### src/rtl/banc_reg_param.sv
// Parametrised multi-read-port register bank: registered reads, write-first bypass, and a hardware clear sequencer.
// Compile-time option BREG_ZERO_REG_EN hardwires entry 0 to zero.
module banc_reg_param #(
  parameter int DATA_W = 32,
  parameter int ADDR_W = 5,
  parameter int DEPTH  = 32,
  parameter int NUM_RD = 2
) (
  input  logic                     Clk,
  input  logic                     Rst_n,
  input  logic                     RdEn,
  input  logic [NUM_RD*ADDR_W-1:0] RAddr,
  output logic [NUM_RD*DATA_W-1:0] RData,
  output logic                     RdValid,
  input  logic                     WrEn,
  input  logic [ADDR_W-1:0]        WAddr,
  input  logic [DATA_W-1:0]        WData,
  output logic                     Ready,
  output logic                     WrDropped
);

  localparam int IDX_W = (DEPTH > 1) ? $clog2(DEPTH) : 1;
  localparam logic [ADDR_W-1:0] LAST_IDX = ADDR_W'(DEPTH - 1);
`ifdef BREG_ZERO_REG_EN
  localparam bit ZERO_REG = 1'b1;
`else
  localparam bit ZERO_REG = 1'b0;
`endif

  typedef enum logic {CLEAR, RUN} state_t;

  // DEPTH may equal 2**ADDR_W, so the bound is compared one bit wider.
  function automatic logic in_range(input logic [ADDR_W-1:0] a);
    return ({1'b0, a} < (ADDR_W + 1)'(DEPTH));
  endfunction

  function automatic logic is_zero_reg(input logic [ADDR_W-1:0] a);
    return ZERO_REG && (a == '0);
  endfunction

  state_t              state, state_nxt;
  logic [ADDR_W-1:0]   clr_cnt, clr_cnt_nxt;
  logic                clr_we;
  logic                wr_acc_p0;
  logic                wr_drop_p0;
  logic [NUM_RD*DATA_W-1:0] rd_val_p0;
  logic [DATA_W-1:0]   banco [DEPTH];

  always_comb begin
    state_nxt   = state;
    clr_cnt_nxt = clr_cnt;
    clr_we      = 1'b0;
    if (state == CLEAR) begin
      clr_we      = Rst_n;
      clr_cnt_nxt = clr_cnt + 1'b1;
      if (clr_cnt == LAST_IDX) state_nxt = RUN;
    end
  end

  assign wr_acc_p0  = Rst_n && WrEn && (state == RUN) && in_range(WAddr) && !is_zero_reg(WAddr);
  assign wr_drop_p0 = WrEn && !is_zero_reg(WAddr) && ((state == CLEAR) || !in_range(WAddr));

  for (genvar g = 0; g < NUM_RD; g++) begin : g_rd
    logic [ADDR_W-1:0] ra;
    logic [DATA_W-1:0] val;
    assign ra = RAddr[g*ADDR_W +: ADDR_W];
    always_comb begin
      val = banco[ra[IDX_W-1:0]];
      if ((state == CLEAR) || !in_range(ra) || is_zero_reg(ra)) val = '0;
      else if (wr_acc_p0 && (WAddr == ra)) val = WData;
    end
    assign rd_val_p0[g*DATA_W +: DATA_W] = val;
  end

  // p0 -> p1: control and registered read data
  always_ff @(posedge Clk) begin
    if (!Rst_n) begin
      state     <= CLEAR;
      clr_cnt   <= '0;
      Ready     <= 1'b0;
      RdValid   <= 1'b0;
      WrDropped <= 1'b0;
      RData     <= '0;
    end else begin
      state     <= state_nxt;
      clr_cnt   <= clr_cnt_nxt;
      Ready     <= (state_nxt == RUN);
      RdValid   <= RdEn && Ready;
      WrDropped <= wr_drop_p0;
      if (RdEn) RData <= rd_val_p0;
    end
  end

  // p0 -> array: the clear sequencer and the write port never overlap
  always_ff @(posedge Clk) begin
    if (clr_we)
      banco[clr_cnt[IDX_W-1:0]] <= '0;
    else if (wr_acc_p0)
      banco[WAddr[IDX_W-1:0]] <= WData;
  end

endmodule

### config.mk
export PLATFORM = sky130hd
export DESIGN_NAME = banc_reg_param
export DESIGN_NICKNAME = d
export VERILOG_FILES = /design/src/rtl/banc_reg_param.sv
export SDC_FILE = /design/constraint.sdc
export NUM_CORES = 1
export LEC_CHECK = 0
export ABC_AREA = 0
export BUFFER_PORTS_ARGS = -buffer_cell sky130_fd_sc_hd__buf_2
export CAP_MARGIN = 20
export CORE_MARGIN = 8
export CORE_UTILIZATION = 43
export DETAILED_ROUTE_END_ITERATION = 8
export PLACE_DENSITY_LB_ADDON = 0.3
export SLEW_MARGIN = 40
export SYNTH_ARGS = -nofsm -noshare
export SYNTH_HDL_FRONTEND = slang
export SYNTH_SLANG_ARGS = --single-unit
### constraint.sdc
create_clock -name Clk -period 4.25 [get_ports Clk]
set_input_delay 0 -clock Clk [delete_from_list [all_inputs] [get_ports Clk]]
set_output_delay 0 -clock Clk [all_outputs]
set_load 0.02 [all_outputs]
# Word-level counts from Yosys, hierarchy flattened
# Memory sizes are Yosys's and may differ from the RTL's.
# Index checks and enable logic that the tools add are counted.
[word_totals] register_bits=72 latchBits=0 ram_bits=1024 rom_bits=0 output_inout_bits=67 elab_cells=33 n_memories=1
[mem_list] memory="banco" depth=32 width=32 read_ports=2 rd_clocked_by_memory_dff=0 write_ports=1 line="47" source="logic [DATA_W-1:0] banco [DEPTH];"
[op_classes] n_addsub=1 n_mul=0 div=0 n_lt_le_gt_ge=0 n_eq_ne=3 shift=0 n_mux=15 n_bitwise=1 n_reduce_logical=7
[ops] operator="2-to-1 mux 32 bit" count=5
[ops] operator="OR reduction 32 bit" count=1
[ops] operator="equality test 5 bit" count=2
[ops] operator="2-to-1 mux 1 bit" count=9
[ops] operator="logical AND 1 bit" count=6
[ops] operator="adder 5 x 1 -> 5 bit (second input constant)" count=1
[ops] operator="equality test 5 bit (second input constant)" count=1
[ops] operator="2-to-1 mux 5 bit" count=1
[ops] operator="NOT 1 bit" count=1

# Depth between registers and ports, before layout
# Gate-level depths: netlist (run 1).
[depth] depth_word=7 depth_mapped=10 ltp_nobuf=6

# Least setup slack after synthesis (run 1)
# No wires, ideal clock.
[synth_path] path_type="reg2reg" start="reg state" end="mem banco[1][0] (enable)" setup_ns=0.421 t_arrival_ns=2.803 required_ns=3.829 setup_slack_ns=1.026 stages_incl_launch_ff=7 synth_period_minus_slack_ns=3.224 path_cell_list="dfxtp_1 > and3_1 > buf_4 > mux2i_1 > or2_2 > clkbuf_1 > nor2_1"
[synth_between] elab_chain_len=6 word_cells_on_any_way=10 cone_classes="8 x mux; 2 x reduce/logical"
[synth_rtl] element="start, declared" line="41" source="state_t state, state_nxt;"
[synth_rtl] element="start signal, assigned" line="85" source="state <= state_nxt;"
[synth_rtl] element="logical AND 1 bit" line="60" source="assign wr_acc_p0 = Rst_n && WrEn && (state == RUN) && in_range(WAddr) && !is_zero_reg(WAddr);"
[synth_rtl] element="2-to-1 mux 1 bit" line="98" source="else if (wr_acc_p0)"
[synth_rtl] element="2-to-1 mux 1 bit" line="96" source="if (clr_we)"
[synth_rtl] element="2-to-1 mux 1 bit (implied by the code)" line="99" source="banco[WAddr[IDX_W-1:0]] <= WData;"
[synth_rtl] element="OR reduction 32 bit (no source line)"
[synth_rtl] element="2-to-1 mux 5 bit (no source line) / 2-to-1 mux 1 bit (equally long branches)"
[synth_rtl] element="end, declared" line="47"
# Several ways; a longest one is shown, not always the timed one.

# Final worst setup path (run 1)
[layout_path] start="reg state" end="reg RData[12]"
[layout_between] elab_chain_len=4
[layout_rtl] element="logical AND 1 bit" line="60"
[layout_rtl] element="logical AND 1 bit" line="70" source="else if (wr_acc_p0 && (WAddr == ra)) val = WData;"
[layout_rtl] element="2-to-1 mux 32 bit" line="70"
[layout_rtl] element="2-to-1 mux 32 bit (*)" line="69" source="if ((state == CLEAR) || !in_range(ra) || is_zero_reg(ra)) val = '0;"
[layout_rtl] element="end signal, assigned" line="90" source="if (RdEn) RData <= rd_val_p0;"
[layout_rtl] element="end, declared" line="13" source="output logic [NUM_RD*DATA_W-1:0] RData,"
# Mark *: on every way between the ends. The rest lies on a longest branch, timed or not.
# A chain may end at the register's enable or synchronous reset.

==> flow_metrics.env, run 1 <==
export IMPL_critPathLaunchType="register"
export IMPL_syn_num_nets=3193
export IMPL_layout_drive_gt1_share_pct=27.1
export IMPL_swShare_pct=22.7
export IMPL_cts_root_buffer="clkbuf_16"
export IMPL_grt_pass1_wl_um=242000
export IMPL_clock_power_share_pct=42.7
export IMPL_synth_cell_types=65
export IMPL_drt_initial_drc_count=4542
export IMPL_nets=3392
export IMPL_worstReg2RegStart="state"
export IMPL_hold_violations=0
export IMPL_fin_crit_sh_pct=88.5
export IMPL_start_util_pct=43.3
export IMPL_wl_met1_um=68200
export IMPL_cts_made_buffers=111
export IMPL_tightest_slew_ns=0.837
export IMPL_period_minus_slack_ns=3.76
export IMPL_cts_sinks=1096
export IMPL_die_height_um=363
export IMPL_worstPathRequired_ns=4.87
export IMPL_dp_hpwl_um=109000
export IMPL_wirelength_um=173000
export IMPL_endpoint="RData[12]"
export IMPL_comb_power_share_pct=7.2
export IMPL_grt_max_degree=73
export IMPL_synth_area_per_cell_um2=16.5
export IMPL_cts_tree="yes"
export IMPL_layout_common_cells="1,024 x edfxtp_1, 365 x mux2i_1, 286 x mux4_2"
export IMPL_highest_layer="met5"
export IMPL_layout_commonest_cell="edfxtp_1"
export IMPL_drc_errors=0
export IMPL_ys_flop_type="edfxtp_1"
export IMPL_fin_setup_tns_ns=0
export IMPL_wl_met2_um=78500
export IMPL_maxCapViolCount=0
export IMPL_p_sw_mw=5.30
export IMPL_synth_area_um2=51900
export IMPL_powerDensity_nw_per_um2=396
export IMPL_worstSetupPathType="reg -> reg"
export IMPL_crit_path_end_kind="register"
export IMPL_setup_viol=0
export IMPL_drv_slew=0
export IMPL_synth_edf_count=1024
export IMPL_async_reset_ff_share_pct=0
export IMPL_status="finished, final reports clean"
export IMPL_via_per_inst=6.59
export IMPL_fin_skew_ns=0.0280
export IMPL_worst_ir_drop_vdd_uv=349
export IMPL_gp_congestion=0.881
export IMPL_syn_inst=3140
export IMPL_clockBufferDepth=3
export IMPL_clock_latency_ns=0.69
export IMPL_grt_pass1_vias=32700
export IMPL_p_seq_share_pct=50.2
export IMPL_die_w_um=363
export IMPL_yosysSeqAreaShare_pct=62.0
export IMPL_maxSlewHeadroom_pct=42.8
export IMPL_clk_pin_slew_ns=0.06
export IMPL_r2r_cells=8
export IMPL_r2r_end="RData[12]"
export IMPL_ant_nets=0
export IMPL_reg2reg_slack_ns=0.49
export IMPL_finalPower_mw=23.4
export IMPL_io_buffers=117
export IMPL_p_int_mw=18.1
export IMPL_grt_antenna_before_repair=6
export IMPL_post_drt_wl_per_cell_um=34.2
export IMPL_vias=33300
export IMPL_grt_overflow_total=0
export IMPL_crit_fanout=27
export IMPL_fp_dieArea_um2=132000
export IMPL_htreeDepth=3
export IMPL_met3WireLength_um=18700
export IMPL_core_area_um2=120000
export IMPL_crit_path_start="state"
export IMPL_yosys_warnings=0
export IMPL_io_pins=118
export IMPL_rows=127
export IMPL_syn2layout_area_growth_pct=13.6
export IMPL_drt_pass1_iter_count=6
export IMPL_hold_class="in -> reg"
export IMPL_grt_usage_pct=25.4
export IMPL_yosys_register_bits=1096
export IMPL_fmax_mhz=266
export IMPL_cp_arrival_ns=4.38
export IMPL_rsz0062_at_grt="false"
export IMPL_leakage_nw=20.6
[layout make-up]
cell class,count,area (um2)
antenna,3,7.51
clock buffer,149,2970
clock inverter,56,671
fill,10100,60900
inverter,7,32.5
multi-input combinational,1789,18400
sequential,1096,32200
tap,1612,2020
timing repair buffer,334,2630
[sequential cells by signal, summed over array words and instances, names as in the netlist]
register,flops
RData,64
RdValid,1
WrDropped,1
banco,1024
clr_cnt,5
state,1
[power by group through the flow]
stage	clock network, mW	logic, mW	registers (mW)
floorplan	0	1.06	11.9
global placement	0	1.61	11.9
detailed placement	0	1.61	11.9
CTS	10.0	1.64	11.7
global route	10.4	1.73	11.7
finish	9.97	1.68	11.7
[per-layer routing]
layer	track usage, %	vias up
met5	0	-
li1	-	13600
met1	35.0	17400
met2	39.2	1975
met4	9.47	6
met3	5.94	374
[per-stage QoR]
step	area (um2)	hold WS [ns]	util (%)	instances	setup slack, ns
6_report	59000	0.0966	49.2	5046	0.487
2_1_floorplan	51900	0.114	-	3140	1.03
3_5_place_dp	54900	0.265	45.8	4798	0.659
5_1_grt	58900	0.0637	49.2	5043	0.416
4_1_cts	58900	0.0416	49.2	5042	0.609
3_3_place_gp	54800	0.261	45.7	4796	0.809
[synthesized netlist by cell type, drive strengths merged, types with 8 or more instances]
cell type,number,area share (%)
nor2b,13,0.16
nor3,23,0.22
or3,10,0.12
a21oi,34,0.33
a22o,18,0.30
xnor2,11,0.19
mux4,292,13
mux2,97,2.1
and2,39,0.47
nand2b,23,0.28
o21ai,103,0.99
nand3,79,0.76
buf,163,2.5
mux2i,365,7.0
o311a,8,0.15
clkbuf,85,0.61
o22ai,82,0.99
dfxtp,72,2.8
a31oi,10,0.12
a221o,50,0.96
a211oi,9,0.13
o211ai,10,0.16
nor2,126,0.91
edfxtp,1024,59
a221oi,108,1.9
o221ai,28,0.47
nand3b,8,0.12
nand2,72,0.52
a22oi,100,1.4
a21o,9,0.13
[kinds of logic (layout without fill, tap and decap cells)]
group / count (synthesis) / count (layout) / share of synthesized area (%)
buffers and inverters: 255 / 546 / 3.20
adders and majority gates: 2 / 2 / 0.0482
and+or+nand+nor: 415 / 415 / 3.90
AOI/OAI and AO/OA: 605 / 605 / 8.72
DFF: 1096 / 1096 / 62.0
other: 0 / 3 / 0
xor gates and xnor gates: 13 / 13 / 0.219
muxes: 754 / 754 / 21.9
[worst max-delay path, cell delays in order (launching register included)]
cell and delay [ns]:
dfxtp_1 0.66, and3_2 0.63, buf_4 0.54, nand2_1 0.26, nor4b_4 0.31, buf_4 0.50
a22oi_1 0.12, dlygate4sd3_1 0.59, nand2_1 0.06
[worst min path at each step]
stage | to | cells past startpoint | from | slack, ns
after floorplan | WrDropped | 2 | WrEn | 0.11
after global placement | RData[42] | 3 | WData[10] | 0.26
after detailed placement | RData[42] | 3 | WData[10] | 0.27
after CTS | RData[1] | 4 | RAddr[1] | 0.04
after global routing | RData[5] | 4 | RAddr[3] | 0.06
final | RData[19] | 4 | RAddr[1] | 0.1
[repair_timing]
| action | 4_1_cts | 5_1_grt |
|---|---|---|
| hold endpoints to repair | 183 | 0 |
| resized for setup | 0 | 0 |
| hold buffers | 39 | 0 |
| buffers inserted | 0 | 0 |
(Power assumes the default switching activity.)
==> run 2: changes to the inputs <==
--- a/config.mk
+++ b/config.mk
@@ -10,6 +10,7 @@
 export CAP_MARGIN = 20
 export CORE_MARGIN = 8
 export CORE_UTILIZATION = 43
+export CTS_BUF_LIST = sky130_fd_sc_hd__clkbuf_4
 export DETAILED_ROUTE_END_ITERATION = 8
 export PLACE_DENSITY_LB_ADDON = 0.3
 export SLEW_MARGIN = 40
==> run 2 against run 1 <==
  * Setup slack got worse by 0.28 ns
  * Combinational power rose by 3%
  * Cell area increased by 2.1%
  * Critical path depth up 1
  * Core utilization is 1.1 points higher
  * Flip-flop and latch count unchanged
  * Wire length up 2.6%
  * First-iteration DRC count grew 5.4%
  * Clock skew grew 0.046 ns
  * Clock power down 6.8%
==> flow_metrics.env, run 2 (synthesized netlist as in run 1, its figures left out) <==
export IMPL_status="finished, final reports clean"
export IMPL_grt_max_degree=73
export IMPL_layout_commonest_cell="edfxtp_1"
export IMPL_period_minus_slack_ns=4.04
export IMPL_hold_violations=0
export IMPL_cp_arrival_ns=5.18
export IMPL_dp_hpwl_um=109000
export IMPL_tightest_slew_ns=0.889
export IMPL_cts_made_buffers=301
export IMPL_drv_slew=0
export IMPL_drc_errors=0
export IMPL_rsz0062_at_grt="false"
export IMPL_cts_tree="yes"
export IMPL_fp_dieArea_um2=132000
export IMPL_cts_root_buffer="clkbuf_4"
export IMPL_fmax_mhz=247
export IMPL_vias=35200
export IMPL_drt_pass1_iter_count=6
export IMPL_maxSlewHeadroom_pct=39.2
export IMPL_syn2layout_area_growth_pct=16.1
export IMPL_grt_pass1_vias=35100
export IMPL_io_pins=118
export IMPL_maxCapViolCount=0
export IMPL_powerDensity_nw_per_um2=378
export IMPL_grt_usage_pct=26.2
export IMPL_grt_overflow_total=0
export IMPL_grt_antenna_before_repair=6
export IMPL_layout_drive_gt1_share_pct=31.9
export IMPL_r2r_end="RData[21]"
export IMPL_via_per_inst=6.44
export IMPL_whs_path_depth=3
export IMPL_worst_ir_drop_vdd_uv=190
export IMPL_htreeDepth=5
export IMPL_r2r_cells=9
export IMPL_die_height_um=363
export IMPL_rows=127
export IMPL_worstPathRequired_ns=5.39
export IMPL_die_w_um=363
export IMPL_crit_fanout=27
export IMPL_gp_congestion=0.881
export IMPL_worstReg2RegStart="state"
export IMPL_hp_start="WData[14]"
export IMPL_clockBufferDepth=4
export IMPL_io_buffers=117
export IMPL_fin_skew_ns=0.0744
export IMPL_critPathLaunchType="register"
export IMPL_start_util_pct=43.3
export IMPL_largest_reg_flops=1024
export IMPL_leakage_nw=21.6
export IMPL_clock_latency_ns=1.19
export IMPL_setup_viol=0
export IMPL_crit_path_end_kind="register"
export IMPL_min_to="banco[26][14]"
export IMPL_clk_pin_slew_ns=0.07
export IMPL_fin_crit_sh_pct=95.1
export IMPL_finalPower_mw=22.7
export IMPL_hold_class="in -> reg"
export IMPL_nets=3706
export IMPL_cts_setup_buffers=0
export IMPL_ant_nets=0
export IMPL_drt_initial_drc_count=4785
export IMPL_fill_cells=10200
export IMPL_worstSetupPathType="reg -> reg"
export IMPL_core_area_um2=120000
export IMPL_cts_sinks=1096
export IMPL_wirelength_um=177000
export IMPL_fin_setup_tns_ns=0
export IMPL_grt_pass1_wl_um=250000
export IMPL_reg2reg_slack_ns=0.21
export IMPL_layout_common_cells="1,024 x edfxtp_1, 447 x clkbuf_4, 365 x mux2i_1"
export IMPL_post_drt_wl_per_cell_um=32.4
-- run 2: cell count changes in the layout (fill, tap and decap cells not counted), moves of 4 or more --
cell	delta
bufinv_16	-11
clkinv_2	-16
clkbuf_4	+447
clkinv_1	+33
inv_2	+4
clkinvlp_4	-4
clkbuf_8	-5
clkbuf_16	-111
clkbuf_1	-33
dlygate4sd3_1	+123
-- run 2: how the worst max path moves through the flow --
| stage | start | end | slack, ns |
|---|---|---|---|
| finish | state | RData[21] | 0.21 |
| global route | state | RData[23] | 0.13 |
| CTS | state | RData[6] | 0.06 |
| detailed placement | state | banco[12][21] | 0.66 |
| global placement | state | banco[12][21] | 0.81 |
| floorplan | state | banco[1][0] | 1.03 |
-- run 2: worst max-delay path: stages (launching register included) --
cell and delay (ns):
dfxtp_1 0.64, and3_4 0.49, buf_6 0.38, nand2_1 0.23, nor4b_4 0.30, buf_4 0.52, a22oi_1 0.15, dlygate4sd3_1 0.61
nand3_1 0.07, dlygate4sd3_1 0.57
-- run 2: power by group --
| part | total, mW | switching [mW] | internal [mW] | leakage, nW |
|---|---|---|---|---|
| logic | 1.73 | 1.08 | 0.659 | 8.71 |
| clock network | 9.29 | 4.34 | 4.95 | 2.19 |
| registers | 11.7 | 0.0285 | 11.7 | 10.7 |
-- run 2: layer usage --
layer | part of all wire (%) | GRT usage [%] | vias up
met2 | 46 | 40.2 | 2400
met1 | 39 | 35.3 | 18000
met3 | 12 | 6.94 | 413
met4 | 4.2 | 11.0 | 0
li1 | - | - | 14400
met5 | 0 | 0 | -
-- run 2: area by class of cell --
type | instances | area [um2] | area share (%)
clock buffers | 447 | 3360 | 5.57
well taps | 1612 | 2020 | 3.35
repair buffers | 458 | 3890 | 6.46
inverters | 7 | 32.5 | 0.0540
diodes | 6 | 15.0 | 0.0249
multi-input cells | 1789 | 18400 | 30.6
flip-flops and latches | 1096 | 32200 | 53.5
clock inverters | 54 | 284 | 0.472
-- run 2: what timing repair did --
item                                    in CTS  in global routing
endpoints found under the setup margin       0                  9
hold buffers                               163                  0
endpoints found under the hold margin     2073                  0
resized for setup                            0                  2
-- run 2: per-stage QoR --
| stage | worst slack (ns) | cell area (um2) | cells | util [%] | hold slack [ns] |
|---|---|---|---|---|---|
| 5_1_grt | 0.126 | 60200 | 5466 | 50.3 | 0.0732 |
| 3_5_place_dp | 0.659 | 54900 | 4798 | 45.8 | 0.265 |
| 4_1_cts | 0.0554 | 60200 | 5462 | 50.2 | 0.00118 |
| 2_1_floorplan | 1.03 | 51900 | 3140 | - | 0.114 |
| 6_report | 0.207 | 60200 | 5469 | 50.3 | 0.160 |
| 3_3_place_gp | 0.809 | 54800 | 4796 | 45.7 | 0.261 |
